===== config.mk =====
export PLATFORM = sky130hd
export DESIGN_NAME = comp_run_controller
export DESIGN_NICKNAME = d
export VERILOG_FILES = /design/src/rtl/comp_run_controller.sv
export SDC_FILE = /design/constraint.sdc
export NUM_CORES = 1
export LEC_CHECK = 0
export CAP_MARGIN = 40
export CELL_PAD_IN_SITES_DETAIL_PLACEMENT = 1
export CELL_PAD_IN_SITES_GLOBAL_PLACEMENT = 1
export CORE_MARGIN = 2
export CORE_UTILIZATION = 32
export DETAILED_ROUTE_END_ITERATION = 7
export PLACE_DENSITY_LB_ADDON = 0.1
export SLEW_MARGIN = 10
export SYNTH_ARGS = -nofsm -noshare
export SYNTH_HDL_FRONTEND = slang
export SYNTH_SLANG_ARGS = --single-unit

===== constraint.sdc =====
create_clock -name clk -period 6.8 [get_ports clk]
set_input_delay 1.36 -clock clk [delete_from_list [all_inputs] [get_ports clk]]
set_output_delay 1.36 -clock clk [all_outputs]
set_load 0.03 [all_outputs]

===== src/rtl/comp_run_controller.sv =====
// Run/step/halt sequencer for the single-cycle computer: holds it in reset, gates its
// active-low enable in free-run or single-step mode, then streams out a data memory window.
module comp_run_controller #(
    parameter int PC_W       = 7,
    parameter int CYC_W      = 16,
    parameter int ADDR_W     = 7,
    parameter int DATA_W     = 32,
    parameter int RST_CYCLES = 4,
    parameter int DUMP_WORDS = 5
) (
    input  logic              clk,
    input  logic              reset_sm,
    input  logic              start_n,
    input  logic              step_n,
    input  logic              step_mode,
    input  logic [PC_W-1:0]   halt_addr,
    input  logic [CYC_W-1:0]  max_cycles,
    input  logic [PC_W-1:0]   pc,
    output logic              comp_rst,
    output logic              comp_en,
    output logic [ADDR_W-1:0] dump_rd_addr,
    input  logic [DATA_W-1:0] dump_rd_data,
    output logic              dump_valid,
    output logic [ADDR_W-1:0] dump_addr,
    output logic [DATA_W-1:0] dump_data,
    output logic [CYC_W-1:0]  cycle_count,
    output logic              busy,
    output logic              done,
    output logic              timeout,
    output logic [2:0]        state
);

    localparam int RC_W = $clog2(RST_CYCLES + 1);
    localparam int DC_W = $clog2(DUMP_WORDS + 1);

    typedef enum logic [2:0] {
        IDLE       = 3'd0,
        RESET_COMP = 3'd1,
        RUN        = 3'd2,
        STEP_WAIT  = 3'd3,
        STEP_PULSE = 3'd4,
        DUMP       = 3'd5,
        DONE       = 3'd6
    } state_t;

    state_t            state_q, state_d;
    logic              prev_start, prev_step;
    logic [RC_W-1:0]   rst_cnt;
    logic [DC_W-1:0]   dump_cnt;
    logic              start_evt, step_evt, halt_hit, timeout_hit;
    logic              clear_run, set_timeout;

    assign start_evt   = prev_start & ~start_n;
    assign step_evt    = prev_step & ~step_n;
    assign halt_hit    = (pc == halt_addr);
    assign timeout_hit = (max_cycles != '0) && (cycle_count >= max_cycles);

    always_comb begin
        state_d     = state_q;
        clear_run   = 1'b0;
        set_timeout = 1'b0;
        comp_en     = 1'b1;
        case (state_q)
            IDLE, DONE: begin
                if (start_evt) begin
                    state_d   = RESET_COMP;
                    clear_run = 1'b1;
                end
            end
            RESET_COMP: begin
                if (rst_cnt == RC_W'(RST_CYCLES - 1))
                    state_d = step_mode ? STEP_WAIT : RUN;
            end
            RUN: begin
                if (!halt_hit && !timeout_hit)
                    comp_en = 1'b0;
                if (halt_hit)
                    state_d = DUMP;
                else if (timeout_hit) begin
                    state_d     = DUMP;
                    set_timeout = 1'b1;
                end else if (step_mode)
                    state_d = STEP_WAIT;
            end
            STEP_WAIT: begin
                if (halt_hit)
                    state_d = DUMP;
                else if (timeout_hit) begin
                    state_d     = DUMP;
                    set_timeout = 1'b1;
                end else if (!step_mode)
                    state_d = RUN;
                else if (step_evt)
                    state_d = STEP_PULSE;
            end
            STEP_PULSE: begin
                comp_en = 1'b0;
                state_d = STEP_WAIT;
            end
            DUMP: begin
                if (dump_cnt == DC_W'(DUMP_WORDS))
                    state_d = DONE;
            end
            default: state_d = IDLE;
        endcase
    end

    always_ff @(posedge clk or negedge reset_sm) begin
        if (!reset_sm) begin
            state_q      <= IDLE;
            prev_start   <= 1'b1;
            prev_step    <= 1'b1;
            comp_rst     <= 1'b0;
            cycle_count  <= '0;
            timeout      <= 1'b0;
            rst_cnt      <= '0;
            dump_cnt     <= '0;
            dump_rd_addr <= '0;
            dump_valid   <= 1'b0;
            dump_addr    <= '0;
        end else begin
            state_q    <= state_d;
            prev_start <= start_n;
            prev_step  <= step_n;
            comp_rst   <= !(state_d == IDLE || state_d == RESET_COMP);
            if (clear_run) begin
                cycle_count <= '0;
                timeout     <= 1'b0;
                rst_cnt     <= '0;
            end else begin
                if (!comp_en && cycle_count != '1)
                    cycle_count <= cycle_count + CYC_W'(1);
                if (set_timeout)
                    timeout <= 1'b1;
                if (state_q == RESET_COMP)
                    rst_cnt <= rst_cnt + RC_W'(1);
            end
            if (state_d == DUMP && state_q != DUMP) begin
                dump_cnt     <= '0;
                dump_rd_addr <= '0;
            end else if (state_q == DUMP) begin
                dump_cnt <= dump_cnt + DC_W'(1);
                if (dump_rd_addr != ADDR_W'(DUMP_WORDS - 1))
                    dump_rd_addr <= dump_rd_addr + ADDR_W'(1);
            end
            // valid/addr trail the issued address by one cycle to line up with the memory latency
            dump_valid <= (state_q == DUMP) && (dump_cnt < DC_W'(DUMP_WORDS));
            dump_addr  <= dump_rd_addr;
        end
    end

    assign dump_data = dump_valid ? dump_rd_data : '0;
    assign done      = (state_q == DONE);
    assign busy      = !(state_q == IDLE || state_q == DONE);
    assign state     = state_q;

endmodule


* Word level (Yosys, flattened, before mapping)
Index checks and enable logic that the tools add are counted.
Storage, ports and cells: register bits after elaboration 44, latch bits 0, memory bits (writable) 0, bits in read-only memories 0, bits of input ports 67, memories 0
Cells by class: add/subtract/negate cells 4, multipliers 0, div/mod/pow operators 0, magnitude comparators 2, equality and inequality tests 14, shifts and indexed selects 0, multiplexer cells 31, bitwise operators 4, reductions and logical operators 23
Operator list (number):
- 3-bit two-way mux | 14
- 16-bit two-way mux | 2
- 32-bit two-way mux | 1
- 7-bit two-way mux | 3
- 3-bit one-hot mux with 6 select lines | 1
- 16-bit by 1-bit adder with 16-bit output, second input constant | 1
- 16-bit greater-or-equal comparator | 1
- 16-bit inequality test, second input constant | 1
- 16-bit nonzero test | 1
- 3-bit == test, second input constant | 5
- 2-bit nonzero test | 5
- 3-bit by 2-bit == test with 1-bit output, second input constant | 3
- 1-bit two-way mux | 9
- 7-bit by 1-bit adder with 7-bit output, second input constant | 1
- 7-bit == test | 1
- 7-bit by 3-bit inequality test with 1-bit output, second input constant | 1
- 3-bit by 1-bit adder with 3-bit output, second input constant | 2
- 3-bit by 1-bit == test with 1-bit output, second input constant | 2
- 3-bit logical NOT | 2
- 1-bit logical AND | 5
- 1-bit logical NOT | 5
- 2-bit OR reduction | 2
- 3-bit less-than comparator, second input constant | 1
- 3-bit inequality test, second input constant | 1
- 5 further kinds | 8

* Longest topological paths before layout
Gate-level depths: netlist (run 1).
depth after elaboration 11, gate-level depth with buffers 10

* Worst setup path after synthesis (run 1)
No wires, ideal clock.
path type in2out, from input port max_cycles[15], to output port comp_en, arrival 3.122 ns, path slack 2.318 ns, stages on the path 7, buffers on the path 0, cells stage by stage inv_1 > ha_1 > nand4_1 > or4_1 > o32a_1 > a21oi_2 > o21a_1
Between the ends: word-level cells in the longest chain between the ends 6, elaborated cells on any way between the ends 7, those cells by class order compare: 1; mux: 2; reduce/logical: 4
RTL lines:
- start: declaration | RTL line 17 | input logic [CYC_W-1:0] max_cycles,
- 16-bit greater-or-equal comparator / 16-bit nonzero test (equally long branches) | RTL line 56 | assign timeout_hit = (max_cycles != '0) && (cycle_count >= max_cycles);
- 1-bit logical AND * | RTL line 56
- 1-bit logical NOT * | RTL line 75 | if (!halt_hit && !timeout_hit)
- 1-bit logical AND * | RTL line 75
- 1-bit two-way mux * | RTL line 75
- 1-bit one-hot mux with 2 select lines * | RTL line 63 | case (state_q)
- end: declaration | RTL line 20 | output logic comp_en,
Every way passes the cells marked *; elsewhere a longest branch is shown, timed or not.

* Worst setup path after layout (run 1)
from input port max_cycles[13], to output port comp_en
Same word-level chain as after synthesis.

==> flow_metrics.py, run 1 <==
metrics = {
    "outcome": {
        "status": "finished, final reports clean",
    },
    "drt": {
        "detail-route-antenna-nets": 0,
        "maxUsedRoutingLayer": "met4",
        "viasPerCell": 5.05,
        "drc": 0,
        "drt-initial-drc-count": 65,
        "routed_wl_microns": 8900,
        "vias": 2858,
        "wl_per_cell_microns": 15.7,
        "dr.pass1.iters": 4,
        "wl_met3_microns": 696,
        "met1_length_microns": 3950,
        "dr_wl_met2_microns": 4180,
    },
    "timing": {
        "timing.final.crit_share": 0.828,
        "fin_skew_ps": 14.2,
        "slew_headroom": 0.509,
        "fmax_mhz": 178,
        "drv_slew": 0,
        "setup_ws_ps": 1170,
        "fin_setup_tns_ps": 0,
        "tightest_slew_ps": 736,
        "rsz0062_at_grt": "no",
        "fin_crit_ps": 5630,
        "finalSetupViolCount": 0,
        "finalHoldViolCount": 0,
    },
    "synth": {
        "synth_top_flop_cell": "dfrtp_1",
        "synthesis.area_sq_um": 2890,
        "synth_fp_nets": 411,
        "yosysSeqAreaShare": 0.381,
        "synthArstFlopShare": 1.00,
        "ys_warn_count": 0,
        "synth_edf_count": 0,
        "syn_avg_cell_area_sq_um": 9.01,
        "post_synth_num_cell_types": 52,
        "ys_ff_latch": 44,
        "synth_cells": 321,
    },
    "clocking": {
        "numCtsBuffers": 5,
        "clockRootBuffer": "clkbuf_8",
        "worst_skew_pair.late_latency_ps": 310,
        "clk_pin_slew_ps": 100,
        "clock_sinks": 44,
        "h-tree-depth": 2,
        "holdBufCountCts": 0,
        "cts_setup_buffers": 0,
        "cts_tree": "yes",
        "clockBufferDepth": 2,
        "cts_resized": 0,
    },
    "critical_path": {
        "slowest_stage": "clkdlybuf4s50_1",
        "critPathRequiredTime_ps": 5440,
        "crit_type": "input pin to output port",
        "crit_path_end_kind": "output port",
        "arrival_ps": 4270,
        "slowest_delay_ps": 690,
        "cp_cell_sequence": "clkdlybuf4s50_1, inv_1, ha_1, nand4_1, or4_1, o32a_1, a21oi_2, o21a_1, clkdlybuf4s50_1",
        "cp_max_fo": 3,
        "start_kind": "input pin",
        "critical_path.top_delay_family": "buffers and inverters",
        "worst_path_most_repeated_cell": "clkdlybuf4s50_1",
        "cp_num_buf_inv": 3,
    },
    "floorplan": {
        "coreArea_sq_um": 8760,
        "die_y_microns": 99.1,
        "dieArea_sq_um": 9820,
        "die_w_microns": 99.1,
        "num_rows": 34,
        "ioPinCount": 138,
        "start_util": 0.330,
    },
    "flow_run": {
        "maxCapViolations": 0,
    },
    "cells_and_area": {
        "nets": 547,
        "fin_util": 0.513,
        "syn_to_final_growth_pct": 55.3,
        "n_antenna_cell": 0,
        "layout-drive-gt1-share": 0.0415,
        "fillerInstances": 1025,
        "instances_no_fill": 566,
    },
    "hold_path": {
        "hp-class": "flop to flop",
    },
    "place": {
        "place.gp.congestion": 0.775,
        "post-place-ws_ps": 1150,
        "placed_cells": 558,
        "dp_hpwl_microns": 7160,
        "port_buffers": 137,
    },
    "grt": {
        "antenna_found_initial": 0,
        "grt_pass1_wl_microns": 14500,
        "grt_overflow": 0,
        "grt_pass1_vias": 2882,
        "grt.total_usage": 0.183,
        "grt_max_degree": 34,
    },
    "power": {
        "leakagePower_nw": 1.99,
        "p_total_mw": 1.23,
        "vdd_drop_max_mv": 0.202,
        "p_per_area_nw_per_um2": 274,
    },
}
## per-layer routing
| metal | track usage | vias up |
|---|---|---|
| li1 | - | 1382 |
| met1 | 0.234 | 1362 |
| met2 | 0.315 | 107 |
| met3 | 0.0418 | 7 |
| met4 | 0.0379 | 0 |
| met5 | 0 | - |
## metrics by stage
| stage | hold WS [ps] | instance area, sq um |
|---|---|---|
| 5_1_grt | 485 | 4490 |
| 2_1_floorplan | 493 | 2890 |
| 4_1_cts | 473 | 4490 |
| 3_5_place_dp | 463 | 4380 |
| 3_3_place_gp | 445 | 4350 |
| 6_report | 465 | 4490 |
## cell families (layout without fill, tap and decap cells)
kind of cell / count (synthesis) / count (layout) / share of synthesized area
mux: 10 / 10 / 0.0350
xor+xnor: 15 / 15 / 0.0454
buf+inv: 33 / 170 / 0.0467
flops: 44 / 44 / 0.381
simple gates: 146 / 146 / 0.270
compound gates: 50 / 50 / 0.122
fa+ha+maj: 23 / 23 / 0.0995
## worst register-to-register path: stages, from the launching register on
cell and delay (ps):
dfrtp_1 460, inv_1 70, ha_1 260, nand2b_1 140
a2111oi_0 600, o32a_1 320, a21oi_2 100, nor2_2 600
a31oi_1 170, a41o_1 220
## synth_stat cells, types with 2 or more instances
cell,number,area [sq um]
a21oi_1,11,55.1
nor2b_1,5,31.3
o21ai_1,2,10.0
xnor2_1,12,105
a21oi_2,2,17.5
inv_1,24,90.1
mux2i_1,9,90.1
or3_1,2,12.5
dfstp_2,2,52.6
nand3_1,9,45.0
a31oi_1,2,12.5
dfrtp_1,42,1050
clkbuf_1,7,26.3
nor3_1,2,10.0
nand4_1,9,56.3
nor2_1,26,97.6
nor4_1,4,25.0
and3_1,4,25.0
o21ai_0,8,40.0
o21a_1,4,30.0
ha_1,23,288
xor2_1,3,26.3
a41o_1,2,20.0
and2_1,34,213
a21o_1,2,15.0
nand2_1,30,113
a22o_1,4,35.0
o31ai_1,2,15.0
nand2b_1,9,56.3
and4_1,4,35.0
## power breakdown
group | total, mW | switching, mW | internal [mW]
logic | 0.591 | 0.322 | 0.269
clock network | 0.209 | 0.0982 | 0.111
registers | 0.430 | 0.0939 | 0.337
total | 1.23 | 0.514 | 0.716
## state kept, by name, indices dropped and copies added (netlist names)
signal,flops
timeout,1
dump_valid,1
comp_rst,1
dump_rd_addr,7
prev_start,1
rst_cnt,3
prev_step,1
state,3
dump_addr,7
cycle_count,16
dump_cnt,3
## final cells by class
type | count | area, sq um | area share
Clock buffer | 5 | 68.8 | 0.0153
Clock inverter | 3 | 47.5 | 0.0106
Inverter | 24 | 90.1 | 0.0201
Multi-Input combinational cell | 244 | 1650 | 0.368
Sequential cell | 44 | 1100 | 0.246
Tap cell | 108 | 135 | 0.0301
Timing Repair Buffer | 138 | 1390 | 0.310
## worst paths after layout
path | startpoint | slack [ps] | end | cells past startpoint
min in group asynchronous | reset_sm | 1040 | dump_addr[6] | 1
max in group asynchronous | reset_sm | 5160 | prev_start | 2
max | max_cycles[13] | 1170 | comp_en | 9
min reg2reg | dump_rd_addr[6] | 470 | dump_addr[6] | 0
min | dump_rd_addr[6] | 470 | dump_addr[6] | 0
max reg2reg | cycle_count[0] | 3760 | cycle_count[8] | 9
## cells in the final DEF (no fill, tap or decap), types with 2 or more instances in the layout
master,instances
dfrtp_1,42
nand2b_1,9
nor2b_1,5
clkbuf_8,5
nor4_1,4
or3_1,2
o21ai_0,8
ha_1,23
inv_1,24
a22o_1,4
clkinv_4,2
nor3_1,2
dfstp_2,2
clkdlybuf4s50_1,136
a21oi_1,11
nor2_1,26
mux2i_1,9
a21o_1,2
nand2_1,30
and4_1,4
o21ai_1,2
xnor2_1,12
a31oi_1,2
a21oi_2,2
and3_1,4
nand3_1,9
o21a_1,4
nand4_1,9
xor2_1,3
and2_1,34
a41o_1,2
o31ai_1,2
Power figures use the tool's default switching activity.
==> run 2: changes to the inputs <==
--- a/config.mk
+++ b/config.mk
@@ -9,7 +9,7 @@
 export CELL_PAD_IN_SITES_DETAIL_PLACEMENT = 1
 export CELL_PAD_IN_SITES_GLOBAL_PLACEMENT = 1
 export CORE_MARGIN = 2
-export CORE_UTILIZATION = 32
+export CORE_UTILIZATION = 27
 export DETAILED_ROUTE_END_ITERATION = 7
 export PLACE_DENSITY_LB_ADDON = 0.1
 export SLEW_MARGIN = 10
==> constraint.sdc (replaced) <==
create_clock -name clk -period 4.6 [get_ports clk]
set_input_delay 0.92 -clock clk [delete_from_list [all_inputs] [get_ports clk]]
set_output_delay 0.92 -clock clk [all_outputs]
set_load 0.03 [all_outputs]
==> run 2 against run 1 <==
  * Combinational power rose by 48%
  * Via count fell by 0.80%
  * Register-to-register slack got worse by 2000 ps
  * Non-clock buffer count rose by 1
  * Clock power rose by 49%
  * Final cell count rose by 5.1%
  * Flip-flop and latch count did not move
  * Die area rose by 18%
  * Clock-buffer cell count did not move
  * Sequential power rose by 48%
  * Clock skew fell by 1.9 ps
  * Largest power group unchanged
==> flow_metrics.py, run 2 (synthesized netlist as in run 1, its figures left out) <==
metrics = {
    "outcome": {
        "status": "finished, final reports clean",
    },
    "cells_and_area": {
        "largest-register": "cycle_count",
        "final_cell_mix": "clkdlybuf4s50_1, dfrtp_1, and2_1",
        "syn_to_final_growth_pct": 56.4,
        "top_regs": "cycle_count (16), dump_addr (7), dump_rd_addr (7)",
        "fin_util": 0.436,
        "layout-drive-gt1-share": 0.0458,
        "seq_area_sq_um": 1100,
        "multiInputGateArea_sq_um": 1650,
        "nets": 548,
        "fillerInstances": 1232,
        "n_antenna_cell": 0,
        "instances_no_fill": 595,
        "largest_reg_flops": 16,
        "final_common_cell": "clkdlybuf4s50_1",
    },
    "hold_path": {
        "hp-class": "flop to flop",
    },
    "drt": {
        "vias": 2835,
        "detail-route-antenna-nets": 0,
        "dr_wl_met2_microns": 4010,
        "dr.pass1.iters": 4,
        "drt-initial-drc-count": 86,
        "viasPerCell": 4.76,
        "drc": 0,
        "wl_met3_microns": 849,
        "routed_wl_microns": 8910,
        "wl_per_cell_microns": 15.0,
        "met1_length_microns": 4000,
        "maxUsedRoutingLayer": "met4",
    },
    "critical_path": {
        "cp_max_fo": 3,
        "arrival_ps": 3330,
        "start_kind": "input pin",
        "critPathRequiredTime_ps": 3680,
        "crit_path_end_kind": "output port",
        "crit_type": "input pin to output port",
    },
    "floorplan": {
        "ioPinCount": 138,
        "dieArea_sq_um": 11600,
        "coreArea_sq_um": 10400,
        "die_w_microns": 108,
        "start_util": 0.279,
        "num_rows": 37,
        "die_y_microns": 108,
    },
    "timing": {
        "tightest_slew_ps": 701,
        "finalSetupViolCount": 0,
        "fin_skew_ps": 12.3,
        "fin_crit_ps": 4250,
        "drv_slew": 0,
        "finalHoldViolCount": 0,
        "fin_setup_tns_ps": 0,
        "fmax_mhz": 235,
        "timing.final.crit_share": 0.924,
        "slew_headroom": 0.531,
        "rsz0062_at_grt": "no",
        "setup_ws_ps": 348,
        "hold_ws_ps": 451,
    },
    "place": {
        "placed_cells": 587,
        "port_buffers": 137,
        "dp_hpwl_microns": 7210,
        "place.gp.congestion": 0.779,
        "post-place-ws_ps": 333,
    },
    "clocking": {
        "numCtsBuffers": 5,
        "clk_pin_slew_ps": 100,
        "cts_resized": 0,
        "cts_tree": "yes",
        "clock_sinks": 44,
        "cts_setup_buffers": 0,
        "h-tree-depth": 2,
        "clockRootBuffer": "clkbuf_8",
        "worst_skew_pair.late_latency_ps": 300,
        "clockBufferDepth": 2,
        "holdBufCountCts": 0,
    },
    "grt": {
        "grt_overflow": 0,
        "grt_pass1_wl_microns": 14900,
        "grt.total_usage": 0.159,
        "grt_pass1_vias": 3002,
        "grt_max_degree": 34,
        "antenna_found_initial": 0,
    },
    "power": {
        "vdd_drop_max_mv": 0.297,
        "p_per_area_nw_per_um2": 403,
        "leakagePower_nw": 1.99,
    },
    "flow_run": {
        "maxCapViolations": 0,
    },
}
-- run 2: changes by cell type in the layout (fill, tap and decap cells not counted) --
cell             before  now
buf_4                 0    2
clkinv_4              2    0
buf_12                0    1
buf_16                1    0
clkdlybuf4s50_1     136  135
clkinvlp_4            0    1
inv_6                 0    1
-- run 2: per-layer routing --
metal	vias to the layer above	global-route usage
met3	5	0.0442
met2	110	0.267
li1	1384	-
met5	-	0
met4	0	0.0302
met1	1336	0.205
-- run 2: cell type report --
type | count | share of cell area
clock buffers | 5 | 0.0152
clock inverters | 3 | 0.0102
inverters | 24 | 0.0199
multi-input cells | 244 | 0.366
flip-flops and latches | 44 | 0.244
well taps | 136 | 0.0376
repair buffers | 139 | 0.308
-- run 2: worst paths after layout --
check                                start         endpoint  slack, ps  cells past startpoint
max                         max_cycles[11]          comp_en        350                      9
min                        dump_rd_addr[6]     dump_addr[6]        450                      0
max reg2reg                cycle_count[11]      dump_cnt[1]       1770                      8
min reg2reg                dump_rd_addr[6]     dump_addr[6]        450                      0
max in group asynchronous         reset_sm  cycle_count[14]       3530                      2
min in group asynchronous         reset_sm  dump_rd_addr[5]        550                      1
-- run 2: stage by stage --
stage                     power, mW  cell area, sq um
after floorplan                1.13              2890
after global routing           1.96              4520
after global placement         1.51              4390
after detailed placement       1.53              4410
after CTS                      1.86              4520
final                          1.82              4520
-- run 2: worst max-delay path, cell delays in order --
cell and delay, ps:
clkdlybuf4s50_1 480, inv_1 50, ha_1 310, nand4_1 140, or4_1 510, o32a_1 340
a21oi_2 190, o21a_1 200, buf_4 180
-- run 2: power by group --
group	leakage (nW)	internal (mW)	switching, mW
Combinational	1.36	0.398	0.478
Sequential	0.575	0.498	0.137
Clock	0.0548	0.164	0.147
